$ cat src/rtl/uart_arb_pkg.sv
// uart_arb_pkg: shared FSM state type and constants for the UART transmit arbiter
package uart_arb_pkg;
  typedef enum logic [1:0] {IDLE, START, DATA, STOP} state_t;
  localparam logic [7:0] NEWLINE = 8'h0A;
  localparam int DEFAULT_CLKS_PER_BIT = 868;
endpackage

$ cat src/rtl/uart_tx_serializer.sv
// uart_tx_serializer: 8N1 frame serializer (ports: clock, reset, in_valid/in_ready/in_data handshake, busy, registered tx line)
module uart_tx_serializer
  import uart_arb_pkg::*;
#(
  parameter int CLKS_PER_BIT = DEFAULT_CLKS_PER_BIT
) (
  input  logic       clock,
  input  logic       reset,
  input  logic       in_valid,
  input  logic [7:0] in_data,
  output logic       in_ready,
  output logic       busy,
  output logic       tx
);
  localparam int CW = $clog2(CLKS_PER_BIT);
  state_t state;
  logic [CW-1:0] cnt;
  logic [2:0] idx;
  logic [7:0] sh;
  logic tick;
  assign tick = cnt == CW'(CLKS_PER_BIT - 1);
  assign in_ready = state == IDLE;
  assign busy = state != IDLE;
  always_ff @(posedge clock) begin
    if (reset) begin
      state <= IDLE;
      cnt <= '0;
      idx <= '0;
      sh <= '0;
      tx <= 1'b1;
    end else begin
      cnt <= (state == IDLE || tick) ? '0 : cnt + 1'b1;
      unique case (state)
        IDLE: if (in_valid) begin
          state <= START;
          sh <= in_data;
          tx <= 1'b0;
        end
        START: if (tick) begin
          state <= DATA;
          tx <= sh[0];
          sh <= sh >> 1;
          idx <= '0;
        end
        DATA: if (tick) begin
          idx <= idx + 1'b1;
          tx <= (idx == 3'd7) ? 1'b1 : sh[0];
          sh <= sh >> 1;
          if (idx == 3'd7) state <= STOP;
        end
        STOP: if (tick) state <= IDLE;
      endcase
    end
  end
endmodule

$ cat src/rtl/uart_tx_arbiter.sv
// uart_tx_arbiter: round-robin per-byte arbiter of NUM_REQ requesters onto one 8N1 UART tx line
// ports: clock, reset, io_req_valid/io_req_bits/io_req_ready per requester, io_uart_tx, io_busy, io_grant_id
// option: UART_ARB_LOCK_ON_NEWLINE_EN keeps the grant on one requester until it sends 8'h0A
module uart_tx_arbiter
  import uart_arb_pkg::*;
#(
  parameter int NUM_REQ = 4,
  parameter int CLKS_PER_BIT = DEFAULT_CLKS_PER_BIT,
  localparam int IDW = NUM_REQ > 1 ? $clog2(NUM_REQ) : 1
) (
  input  logic                 clock,
  input  logic                 reset,
  input  logic [NUM_REQ-1:0]   io_req_valid,
  input  logic [8*NUM_REQ-1:0] io_req_bits,
  output logic [NUM_REQ-1:0]   io_req_ready,
  output logic                 io_uart_tx,
  output logic                 io_busy,
  output logic [IDW-1:0]       io_grant_id
);
  logic [IDW-1:0] last, win, j;
  logic any, ser_ready, accept;
  logic [NUM_REQ-1:0] cand;
  logic [7:0] data;
`ifdef UART_ARB_LOCK_ON_NEWLINE_EN
  logic lock;
  assign cand = lock ? io_req_valid & (NUM_REQ'(1) << io_grant_id) : io_req_valid;
`else
  assign cand = io_req_valid;
`endif
  // scan offsets from far to near so the nearest valid requester after last wins
  always_comb begin
    win = last;
    any = 1'b0;
    j = '0;
    for (int i = NUM_REQ; i >= 1; i--) begin
      j = IDW'((int'(last) + i) % NUM_REQ);
      if (cand[j]) begin
        win = j;
        any = 1'b1;
      end
    end
  end
  assign accept = ser_ready && any;
  assign io_req_ready = accept ? NUM_REQ'(1) << win : '0;
  assign data = io_req_bits[8*win +: 8];
  always_ff @(posedge clock) begin
    if (reset) begin
      last <= IDW'(NUM_REQ - 1);
      io_grant_id <= '0;
`ifdef UART_ARB_LOCK_ON_NEWLINE_EN
      lock <= 1'b0;
`endif
    end else if (accept) begin
      last <= win;
      io_grant_id <= win;
`ifdef UART_ARB_LOCK_ON_NEWLINE_EN
      lock <= data != NEWLINE;
`endif
    end
  end
  uart_tx_serializer #(.CLKS_PER_BIT(CLKS_PER_BIT)) u_ser (
    .clock(clock),
    .reset(reset),
    .in_valid(any),
    .in_data(data),
    .in_ready(ser_ready),
    .busy(io_busy),
    .tx(io_uart_tx)
  );
endmodule
$ cat config.mk
export PLATFORM = sky130hd
export DESIGN_NAME = uart_tx_arbiter
export DESIGN_NICKNAME = d
export VERILOG_FILES = /design/src/rtl/uart_arb_pkg.sv /design/src/rtl/uart_tx_serializer.sv /design/src/rtl/uart_tx_arbiter.sv
export SDC_FILE = /design/constraint.sdc
export NUM_CORES = 1
export LEC_CHECK = 0
export ABC_AREA = 1
export ABC_CLOCK_PERIOD_IN_PS = 5430
export CORE_UTILIZATION = 45
export CTS_CLUSTER_SIZE = 12
export DETAILED_ROUTE_END_ITERATION = 7
export PLACE_DENSITY = 0.72
export SYNTH_ARGS = -nofsm -noshare
export SYNTH_HDL_FRONTEND = slang
export SYNTH_HIERARCHICAL = 1
export SYNTH_SLANG_ARGS = --single-unit
export TNS_END_PERCENT = 20
$ cat constraint.sdc
create_clock -name clock -period 5.43 [get_ports clock]
set_input_delay 0.543 -clock clock [delete_from_list [all_inputs] [get_ports clock]]
set_output_delay 0.543 -clock clock [all_outputs]
set_load 0.02 [all_outputs]
==> summary.md, run 1 <==
## Die
- 0.005055 mm2 — die area
- 71.10 um — vertical extent of the die
- 48.01% — starting density of the core
- 0.004474 mm2 — area of the placeable core
- 24 — site row count
- 71.10 um — horizontal die dimension
- 46 — num ports

## Min path
- register to register — class of the worst hold path

## Pwr
- 1.243 nW — P_leak
- 552.1 mW/mm2 — power density cells
- 0.2464 mV — maximum resistive drop on vdd

## CTS
- 3 — total clock buffers created by CTS
- 2 — worst-case clock buffer depth
- 0 — cts hold-fix bufs
- built — clock tree from TritonCTS
- 1 — H-Tree Level Count
- 0 — post-CTS setup buffers
- 0.09 ns — clock transition at the registers of the reported paths
- 0 — number of gates resized after cts
- sky130_fd_sc_hd__clkbuf_8 — root buf cell
- 28 — Num Clock Sinks
- 0.27 ns — clock latency of the later-clocked register in the worst-skew pair

## Placement
- 3747 um — Detailed Place HPWL
- 0.8391 — final weighted congestion in routability-driven placement
- 45 — IO Port Bufs
- 0.002601 mm2 — total cell area at the placement stage

## Timing
- 0 — number of hold violations in the final report
- 62.91% — final clock period utilization by the worst path
- 0.004112 ns — worst clock skew on the final layout
- 0.2927 GHz — Peak Freq
- no — setup repair after global routing missed its margin
- 0 — number of endpoints failing setup at the final stage
- 65.24% — Slew HR
- 0.5214 ns — Tightest Pin Transition
- 0 ns — Sum Neg Setup Slack
- 0 — final max-slew violation count
- 3.416 ns — min Tclk post-route

## Logic synthesis
- 6 — number of warnings reported in the yosys synthesis log
- 368 — number of nets in the synthesized netlist
- sky130_fd_sc_hd__dfxtp_1 — Synth area leader
- 26.09% — share of the yosys chip area belonging to registers
- 322 — post-synthesis instance total
- sky130_fd_sc_hd__dfxtp_1 26%, sky130_fd_sc_hd__nand2_1 15%, sky130_fd_sc_hd__nand3_1 9.8%, sky130_fd_sc_hd__inv_1 6.3%, sky130_fd_sc_hd__nand3_2 6.1% — main area contributors after synthesis
- 0.002148 mm2 — netlist area before placement
- 33 — number of distinct library cells after synthesis
- 28 — flop and latch count out of synthesis
- 6.672 um2 — average cell area after synthesis
- 26.09% — proportion of netlist area held by the largest area contributor

## GRT
- 0 — initial antenna violation count
- 0 — aggregate global routing overflow
- 18 — maximum number of pins on one net before global-route repair
- 20.79% — Global Route Usage Sum
- 1,955 — number of global-route vias before repair
- 8583 um — global-route wire length before repair

## Route
- 0 — remaining antenna violation count after routing
- 6 — detailed-router iteration count before antenna repair
- 2,103 — via total after detailed routing
- 0 — post-detailed-route DRC marker count
- 11.45 um — WL/cell
- 109 — DR iter-0 viols
- 5.067 — via/cell ratio
- 4753 um — drt total wl

## Setup path
- inv_2, nand2_1, nand2_1, nand2_1, nand2_2, inv_4, nand3_4, nand2_2, nand2_1, nor2_1, clkdlybuf4s50_1 — cells along the critical path
- sky130_fd_sc_hd__dfxtp_1 — slowest stage cell on the critical path
- 0.64 ns — maximum single-stage delay on the critical path
- output pin — CP endpoint kind
- register to output pin — critical path start-end classification
- 17 — CP Max Fanout
- 2.87 ns — worst path arrival time
- register — crit path launch type
- 4.89 ns — CP Data Required Time
- sky130_fd_sc_hd__nand2_1 — cell repeated most along the worst path

## Final layout
- 411 — Post-layout nets
- 23.01% — layout-stage area growth over the synthesis result
- 0.002643 mm2 — final design instance area without fill
- 13.77% — layout cells sized above 1
- 0 — diode count

## Run status
- completed — outcome

## Flow run
- 0 — number of maximum-capacitance violations

## cell usage in the layout, fill, tap and decap left out, types with 8 or more instances in the layout
cell type                         synthesis  routed
sky130_fd_sc_hd__nand3_1                 42      42
sky130_fd_sc_hd__nand2_1                 84      84
sky130_fd_sc_hd__a21oi_1                 13      13
sky130_fd_sc_hd__dfxtp_1                 28      28
sky130_fd_sc_hd__nor2_1                  32      32
sky130_fd_sc_hd__clkdlybuf4s50_1          0      45
sky130_fd_sc_hd__inv_1                   36      36
sky130_fd_sc_hd__nand2_2                 10      10
sky130_fd_sc_hd__nand3_2                 13      13
sky130_fd_sc_hd__ha_1                     8       8
## layout make-up
type	count	area [um2]
multi-input combinational	244	1359
clock buffer	3	41.29
timing repair buffer	45	450.4
fill	427	1832
inverter	43	166.4
sequential	28	560.5
tap	52	65.06
## cells in the mapped netlist
master / n
sky130_fd_sc_hd__a21oi_1: 13
sky130_fd_sc_hd__a21oi_2: 2
sky130_fd_sc_hd__a21oi_4: 1
sky130_fd_sc_hd__a22oi_1: 1
sky130_fd_sc_hd__buf_1: 1
sky130_fd_sc_hd__buf_2: 2
sky130_fd_sc_hd__buf_6: 3
sky130_fd_sc_hd__buf_8: 1
sky130_fd_sc_hd__dfxtp_1: 28
sky130_fd_sc_hd__ha_1: 8
sky130_fd_sc_hd__inv_1: 36
sky130_fd_sc_hd__inv_2: 5
sky130_fd_sc_hd__inv_4: 2
sky130_fd_sc_hd__mux2i_1: 7
sky130_fd_sc_hd__nand2_1: 84
sky130_fd_sc_hd__nand2_2: 10
sky130_fd_sc_hd__nand2_4: 4
sky130_fd_sc_hd__nand3_1: 42
sky130_fd_sc_hd__nand3_2: 13
sky130_fd_sc_hd__nand3_4: 2
sky130_fd_sc_hd__nand3b_1: 1
sky130_fd_sc_hd__nand3b_2: 1
sky130_fd_sc_hd__nand4_1: 3
sky130_fd_sc_hd__nor2_1: 32
sky130_fd_sc_hd__nor2_2: 5
sky130_fd_sc_hd__nor3_1: 4
sky130_fd_sc_hd__nor3_4: 1
sky130_fd_sc_hd__nor3b_1: 1
sky130_fd_sc_hd__o21ai_0: 5
sky130_fd_sc_hd__o21ai_1: 1
sky130_fd_sc_hd__or2_1: 1
sky130_fd_sc_hd__or2_2: 1
sky130_fd_sc_hd__xnor2_1: 1
## sequential cells by signal, indices dropped and copies added (netlist names)
signal       count
u_ser/state      2
io_grant_id      2
u_ser/tx         1
u_ser/sh         8
u_ser/cnt       10
last             2
u_ser/idx        3
## kinds of logic (layout without fill, tap and decap cells)
kind of cell,Yosys count,in the layout,share of synthesized area (%)
AOI/OAI and AO/OA,23,23,6.348
xor gates and xnor gates,1,1,0.4078
adders and majority gates,8,8,4.659
buffers and inverters,50,91,10.66
DFF,28,28,26.09
muxes,7,7,3.262
and+or+nand+nor,205,205,48.57
## per-stage QoR
stage | power, mW | worst slack [ns] | hold slack, ns | util [%] | std cells
global route | 1.618 | 1.689 | 0.4726 | 59.06 | 415
finish | 1.459 | 2.014 | 0.4579 | 59.06 | 415
global placement | 1.344 | 2.156 | 0.4349 | 58.14 | 412
floorplan | 1.151 | 3.316 | 0.4176 | - | 322
CTS | 1.470 | 1.974 | 0.4594 | 59.06 | 415
detailed placement | 1.356 | 2.143 | 0.4419 | 58.14 | 412
## per-layer routing
| metal | wire [um] | GRT usage, % | up-vias |
|---|---|---|---|
| li1 | - | - | 1117 |
| met1 | 2299 | 27.64 | 957 |
| met2 | 2316 | 35.68 | 25 |
| met3 | 88 | 2.707 | 4 |
| met4 | 48 | 5.111 | 0 |
| met5 | 0 | 0 | - |
## power by group
part | switching, mW | internal, mW | total [mW]
clock network | 0.0606 | 0.0498 | 0.110
logic | 0.657 | 0.395 | 1.05
registers | 0.0411 | 0.255 | 0.296
total | 0.759 | 0.700 | 1.46
## worst paths after layout
check,slack [ns],cells after the start,startpoint,endpoint
worst max-delay path,2.01,11,last[0],io_req_ready[2]
worst min-delay path,0.46,1,u_ser/cnt[0],u_ser/cnt[0]
worst max register to register,2.98,15,last[0],u_ser/sh[2]
worst min register to register,0.46,1,u_ser/cnt[0],u_ser/cnt[0]
## critical path, delay by kind of cell (launching register included)
kind	cells	cell delay (ns)
flip-flops	1	0.64
buffers and inverters	3	0.89
AND/OR/NAND/NOR	8	1.05
Note: power is estimated with default switching activity, not from simulation.
==> inputs of run 2 (changes only) <==
- ABC_CLOCK_PERIOD_IN_PS: 5430 -> 3190
- clock period: 5.43 -> 3.19 ns (I/O delays scaled with it)
==> summary.md, run 2 (synthesized netlist as in run 1, its figures left out) <==
## Run status
- complete, but fails checks — outcome
- design-rule violations — violated checks

## Route
- 2,087 — via total after detailed routing
- 4706 um — drt total wl
- 2 — post-detailed-route DRC marker count
- 11.26 um — WL/cell
- 4.993 — via/cell ratio
- 6 — detailed-router iteration count before antenna repair
- 0 — remaining antenna violation count after routing
- 85 — DR iter-0 viols

## Final layout
- 14.75% — layout cells sized above 1
- sky130_fd_sc_hd__nand2_1 — commonest non-fill, non-tap cell in the layout
- 413 — Post-layout nets
- 418 — non-filler instance count after layout
- 10 — number of flip-flops under the largest register name
- 84 x sky130_fd_sc_hd__nand2_1, 45 x sky130_fd_sc_hd__clkdlybuf4s50_1, 42 x sky130_fd_sc_hd__nand3_1, 36 x sky130_fd_sc_hd__inv_1, 32 x sky130_fd_sc_hd__nor2_1 — commonest non-fill, non-tap cells in the layout
- 0.002673 mm2 — final design instance area without fill
- 0 — diode count
- 24.40% — layout-stage area growth over the synthesis result
- u_ser/cnt: 10 flops, u_ser/sh: 8 flops, u_ser/idx: 3 flops — registers with the highest flip-flop counts
- u_ser/cnt — register ranked first by flip-flop count

## GRT
- 8535 um — global-route wire length before repair
- 0 — initial antenna violation count
- 37.61% — met2 track utilization from global routing
- 2.707% — met3 Usage GRT
- met2 — most used routing layer
- 2,021 — number of global-route vias before repair
- 20.34% — Global Route Usage Sum
- 18 — maximum number of pins on one net before global-route repair
- 25.66% — routing usage on met1
- 0 — aggregate global routing overflow

## CTS
- built — clock tree from TritonCTS
- 28 — Num Clock Sinks
- 0.27 ns — clock latency of the later-clocked register in the worst-skew pair
- sky130_fd_sc_hd__clkbuf_8 — root buf cell
- 1 — H-Tree Level Count
- 3 — total clock buffers created by CTS
- 0.09 ns — clock transition at the registers of the reported paths
- 2 — worst-case clock buffer depth

## Setup path
- 17 — CP Max Fanout
- register to output pin — critical path start-end classification
- sky130_fd_sc_hd__clkdlybuf4s50_1 — slowest stage cell on the critical path
- 0.61 ns — maximum single-stage delay on the critical path
- 2.59 ns — worst path arrival time
- sky130_fd_sc_hd__nand2_1 — cell repeated most along the worst path
- 2.87 ns — CP Data Required Time
- register — crit path launch type
- inv_2, nand2_1, nand2_1, nand2_1, nand2_2, inv_4, nand3_4, nand2_2, nand2_1, nor2_1, clkdlybuf4s50_1 — cells along the critical path
- output pin — CP endpoint kind

## Placement
- 45 — IO Port Bufs
- 414 — number of cells after detailed placement
- 3674 um — Detailed Place HPWL
- 0.002616 mm2 — total cell area at the placement stage
- 0.8289 — final weighted congestion in routability-driven placement
- 0.3771 ns — pre-CTS worst setup slack

## Timing
- 2.911 ns — min Tclk post-route
- 0 — number of hold violations in the final report
- 0.2786 ns — worst setup slack after layout
- 0.5164 ns — Tightest Pin Transition
- 65.58% — Slew HR
- no — setup repair after global routing missed its margin
- 91.27% — final clock period utilization by the worst path
- 0.007125 ns — worst clock skew on the final layout
- 0 — final max-slew violation count
- 0.3435 GHz — Peak Freq
- 0 — number of endpoints failing setup at the final stage
- 0 ns — Sum Neg Setup Slack

## Flow run
- 0 — number of maximum-capacitance violations

## Pwr
- 945.4 mW/mm2 — power density cells
- 0.3312 mV — maximum resistive drop on vdd
- 1.259 nW — P_leak

## Min path
- register to register — class of the worst hold path

## Die
- 46 — num ports
- 0.005055 mm2 — die area
- 71.10 um — horizontal die dimension
- 24 — site row count
- 48.01% — starting density of the core
- 0.004474 mm2 — area of the placeable core
- 71.10 um — vertical extent of the die

## run 2: cell types whose count changed in the layout (fill, tap and decap cells not counted)
cell | before | now
sky130_fd_sc_hd__clkbuf_8 | 3 | 4
sky130_fd_sc_hd__buf_4 | 0 | 2
sky130_fd_sc_hd__dfxtp_1 | 28 | 27
sky130_fd_sc_hd__dfxtp_2 | 0 | 1
## run 2: where the power goes
group | switching, mW | total, mW | internal (mW)
sequential | 0.0650 | 0.500 | 0.435
combinational | 1.12 | 1.81 | 0.693
clock | 0.104 | 0.215 | 0.110
## run 2: what timing repair did
| action | CTS | global route |
|---|---|---|
| resized for setup | 0 | 1 |
| endpoints found under the setup margin | 0 | 2 |
| setup buffers | 0 | 0 |
| hold buffers | 0 | 0 |
## run 2: metal layers
| metal | wire length [um] | vias up | part of all wire [%] |
|---|---|---|---|
| met1 | 2197 | 943 | 47 |
| met2 | 2381 | 26 | 51 |
| met4 | 30 | 0 | 0.64 |
| met5 | 0 | - | 0 |
| met3 | 97 | 4 | 2.1 |
| li1 | - | 1114 | - |
## run 2: area by class of cell
| type | count | area, um2 |
|---|---|---|
| Multi-Input combinational cell | 244 | 1359 |
| Inverter | 43 | 166.4 |
| Fill cell | 439 | 1802 |
| Sequential cell | 28 | 561.8 |
| Tap cell | 52 | 65.06 |
| Clock buffer | 4 | 55.05 |
| Timing Repair Buffer | 47 | 465.4 |
## run 2: final timing paths
check        slack, ns  depth (start not counted)               to         start
max               0.28                         11  io_req_ready[2]       last[0]
min               0.45                          1     u_ser/cnt[0]  u_ser/cnt[0]
max reg2reg       1.01                         15      u_ser/sh[4]       last[0]
min reg2reg       0.45                          1     u_ser/cnt[0]  u_ser/cnt[0]
## run 2: through the flow
stage	power (mW)	util (%)	hold WS, ns
after global routing	2.811	59.73	0.4892
after detailed placement	2.317	58.47	0.4396
after global placement	2.292	58.47	0.4271
after floorplan	1.959	-	0.3814
final	2.527	59.73	0.4548
after CTS	2.538	59.70	0.4539
## run 2: critical path, delay by kind of cell (launching register included)
kind	cells	cell delay (ns)
buf+inv	3	0.83
flops	1	0.47
simple gates	8	0.99
==> inputs of run 3 (changes only) <==
- CORE_MARGIN: unset -> 2
==> summary.md, run 3 (synthesized netlist as in run 1, its figures left out) <==
## Setup path
- 3 — number of buffers and inverters on the critical path
- u_ser/sh[4] — worst reg2reg endpoint
- register — crit path launch type
- 2.87 ns — CP Data Required Time
- simple AND/OR/NAND/NOR gates — critical path's top delay family
- 0.62 ns — maximum single-stage delay on the critical path
- sky130_fd_sc_hd__clkdlybuf4s50_1 — slowest stage cell on the critical path
- 1.01 ns — FF-to-FF setup slack
- output pin — CP endpoint kind
- io_req_ready[2] — worst setup path end
- 2.62 ns — worst path arrival time
- 11 — Stages on worst setup path
- 15 — cells on worst reg2reg path
- last[0] — crit path from
- sky130_fd_sc_hd__nand2_1 — cell repeated most along the worst path
- register to output pin — critical path start-end classification
- last[0] — start of the worst register-to-register path
- 17 — CP Max Fanout
- inv_2, nand2_1, nand2_1, nand2_1, nand2_2, inv_4, nand3_4, nand2_4, nand2_1, nor2_1, clkdlybuf4s50_1 — cells along the critical path

## Timing
- 0.2490 ns — worst setup slack after layout
- 0.5017 ns — Tightest Pin Transition
- 0 — number of endpoints failing setup at the final stage
- no — setup repair after global routing missed its margin
- 0 ns — Sum Neg Setup Slack
- 0 — number of hold violations in the final report
- 0.004073 ns — worst clock skew on the final layout
- 2.941 ns — min Tclk post-route
- 0.4530 ns — Hold WS
- 0 — final max-slew violation count
- 0.3400 GHz — Peak Freq
- 66.56% — Slew HR
- 92.20% — final clock period utilization by the worst path

## Placement
- 45 — IO Port Bufs
- 0.002619 mm2 — total cell area at the placement stage
- 3863 um — Detailed Place HPWL
- 0.3495 ns — pre-CTS worst setup slack
- 416 — number of cells after detailed placement
- 0.8574 — final weighted congestion in routability-driven placement

## CTS
- 2 — worst-case clock buffer depth
- 28 — Num Clock Sinks
- 0 — number of gates resized after cts
- 0.27 ns — clock latency of the later-clocked register in the worst-skew pair
- built — clock tree from TritonCTS
- 0 — cts hold-fix bufs
- sky130_fd_sc_hd__clkbuf_8 — root buf cell
- 0.10 ns — clock transition at the registers of the reported paths
- 3 — total clock buffers created by CTS
- 1 — H-Tree Level Count
- 0 — post-CTS setup buffers

## Die
- 0.005343 mm2 — die area
- 73.10 um — horizontal die dimension
- 46.09% — starting density of the core
- 0.004661 mm2 — area of the placeable core
- 46 — num ports
- 73.10 um — vertical extent of the die
- 25 — site row count

## Route
- 2,082 — via total after detailed routing
- 4.957 — via/cell ratio
- 0 — post-detailed-route DRC marker count
- 11.73 um — WL/cell
- 132 um — routed length on met3
- 2351 um — wl on met1
- 2415 um — met2 wirelength from detailed routing
- met4 — uppermost layer routed
- 77 — DR iter-0 viols
- 4 — detailed-router iteration count before antenna repair
- 0 — remaining antenna violation count after routing
- 4925 um — drt total wl

## Final layout
- 0 — diode count
- 443 — layout filler cell count
- u_ser/cnt: 10 flops, u_ser/sh: 8 flops, u_ser/idx: 3 flops — registers with the highest flip-flop counts
- 57.83% — final core area utilization
- sky130_fd_sc_hd__nand2_1 — commonest non-fill, non-tap cell in the layout
- 14.48% — layout cells sized above 1
- 10 — number of flip-flops under the largest register name
- 0.001364 mm2 — footprint of the multi-input gates
- 25.45% — layout-stage area growth over the synthesis result
- 413 — Post-layout nets
- u_ser/cnt — register ranked first by flip-flop count
- 0.002695 mm2 — final design instance area without fill
- 560.5 um2 — storage element area
- 84 x sky130_fd_sc_hd__nand2_1, 45 x sky130_fd_sc_hd__clkdlybuf4s50_1, 42 x sky130_fd_sc_hd__nand3_1, 36 x sky130_fd_sc_hd__inv_1, 32 x sky130_fd_sc_hd__nor2_1 — commonest non-fill, non-tap cells in the layout
- 420 — non-filler instance count after layout

## Flow run
- 0 — number of maximum-capacitance violations

## Pwr
- 969.5 mW/mm2 — power density cells
- 0.3598 mV — maximum resistive drop on vdd
- 1.268 nW — P_leak
- 2.613 mW — overall power of the completed layout

## GRT
- 18 — maximum number of pins on one net before global-route repair
- 0 — initial antenna violation count
- 1,845 — number of global-route vias before repair
- 19.06% — Global Route Usage Sum
- 8231 um — global-route wire length before repair
- 0 — aggregate global routing overflow

## Min path
- register to register — class of the worst hold path
- 1 — cell count of the worst hold path

## Run status
- completed — outcome

-- run 3: cell types whose count changed in the layout (fill, tap and decap cells not counted), sizes merged --
cell / previous run / this run
bufinv: 0 / 1
clkbuf: 4 / 3
-- run 3: worst min path at each step --
stage                            start  slack (ns)             end
final                     u_ser/cnt[0]        0.45    u_ser/cnt[0]
after global routing      u_ser/cnt[0]        0.48    u_ser/cnt[0]
after CTS                 u_ser/cnt[0]        0.46    u_ser/cnt[0]
after detailed placement  u_ser/cnt[0]        0.44    u_ser/cnt[0]
after global placement    u_ser/cnt[0]        0.43    u_ser/cnt[0]
after floorplan                  reset        0.38  io_grant_id[0]
-- run 3: power by group --
group          switching (mW)  total (mW)  internal, mW  leakage (nW)
clock network           0.110       0.278         0.168        0.0357
registers              0.0634       0.497         0.434         0.229
logic                    1.14        1.84         0.697          1.00
total                    1.31        2.61          1.30          1.27
-- run 3: layout make-up --
| type | count | share of cell area [%] |
|---|---|---|
| Multi-Input combinational cell | 244 | 50.60 |
| Sequential cell | 28 | 20.80 |
| Timing Repair Buffer | 47 | 17.27 |
| Inverter | 43 | 6.175 |
| Tap cell | 54 | 2.507 |
| Clock buffer | 3 | 1.532 |
| Clock inverter | 1 | 1.114 |
-- run 3: metal layers --
metal | GRT usage (%) | vias to the layer above
li1 | - | 1114
met1 | 25.89 | 939
met2 | 32.33 | 27
met3 | 2.901 | 2
met4 | 3.086 | 0
met5 | 0 | -
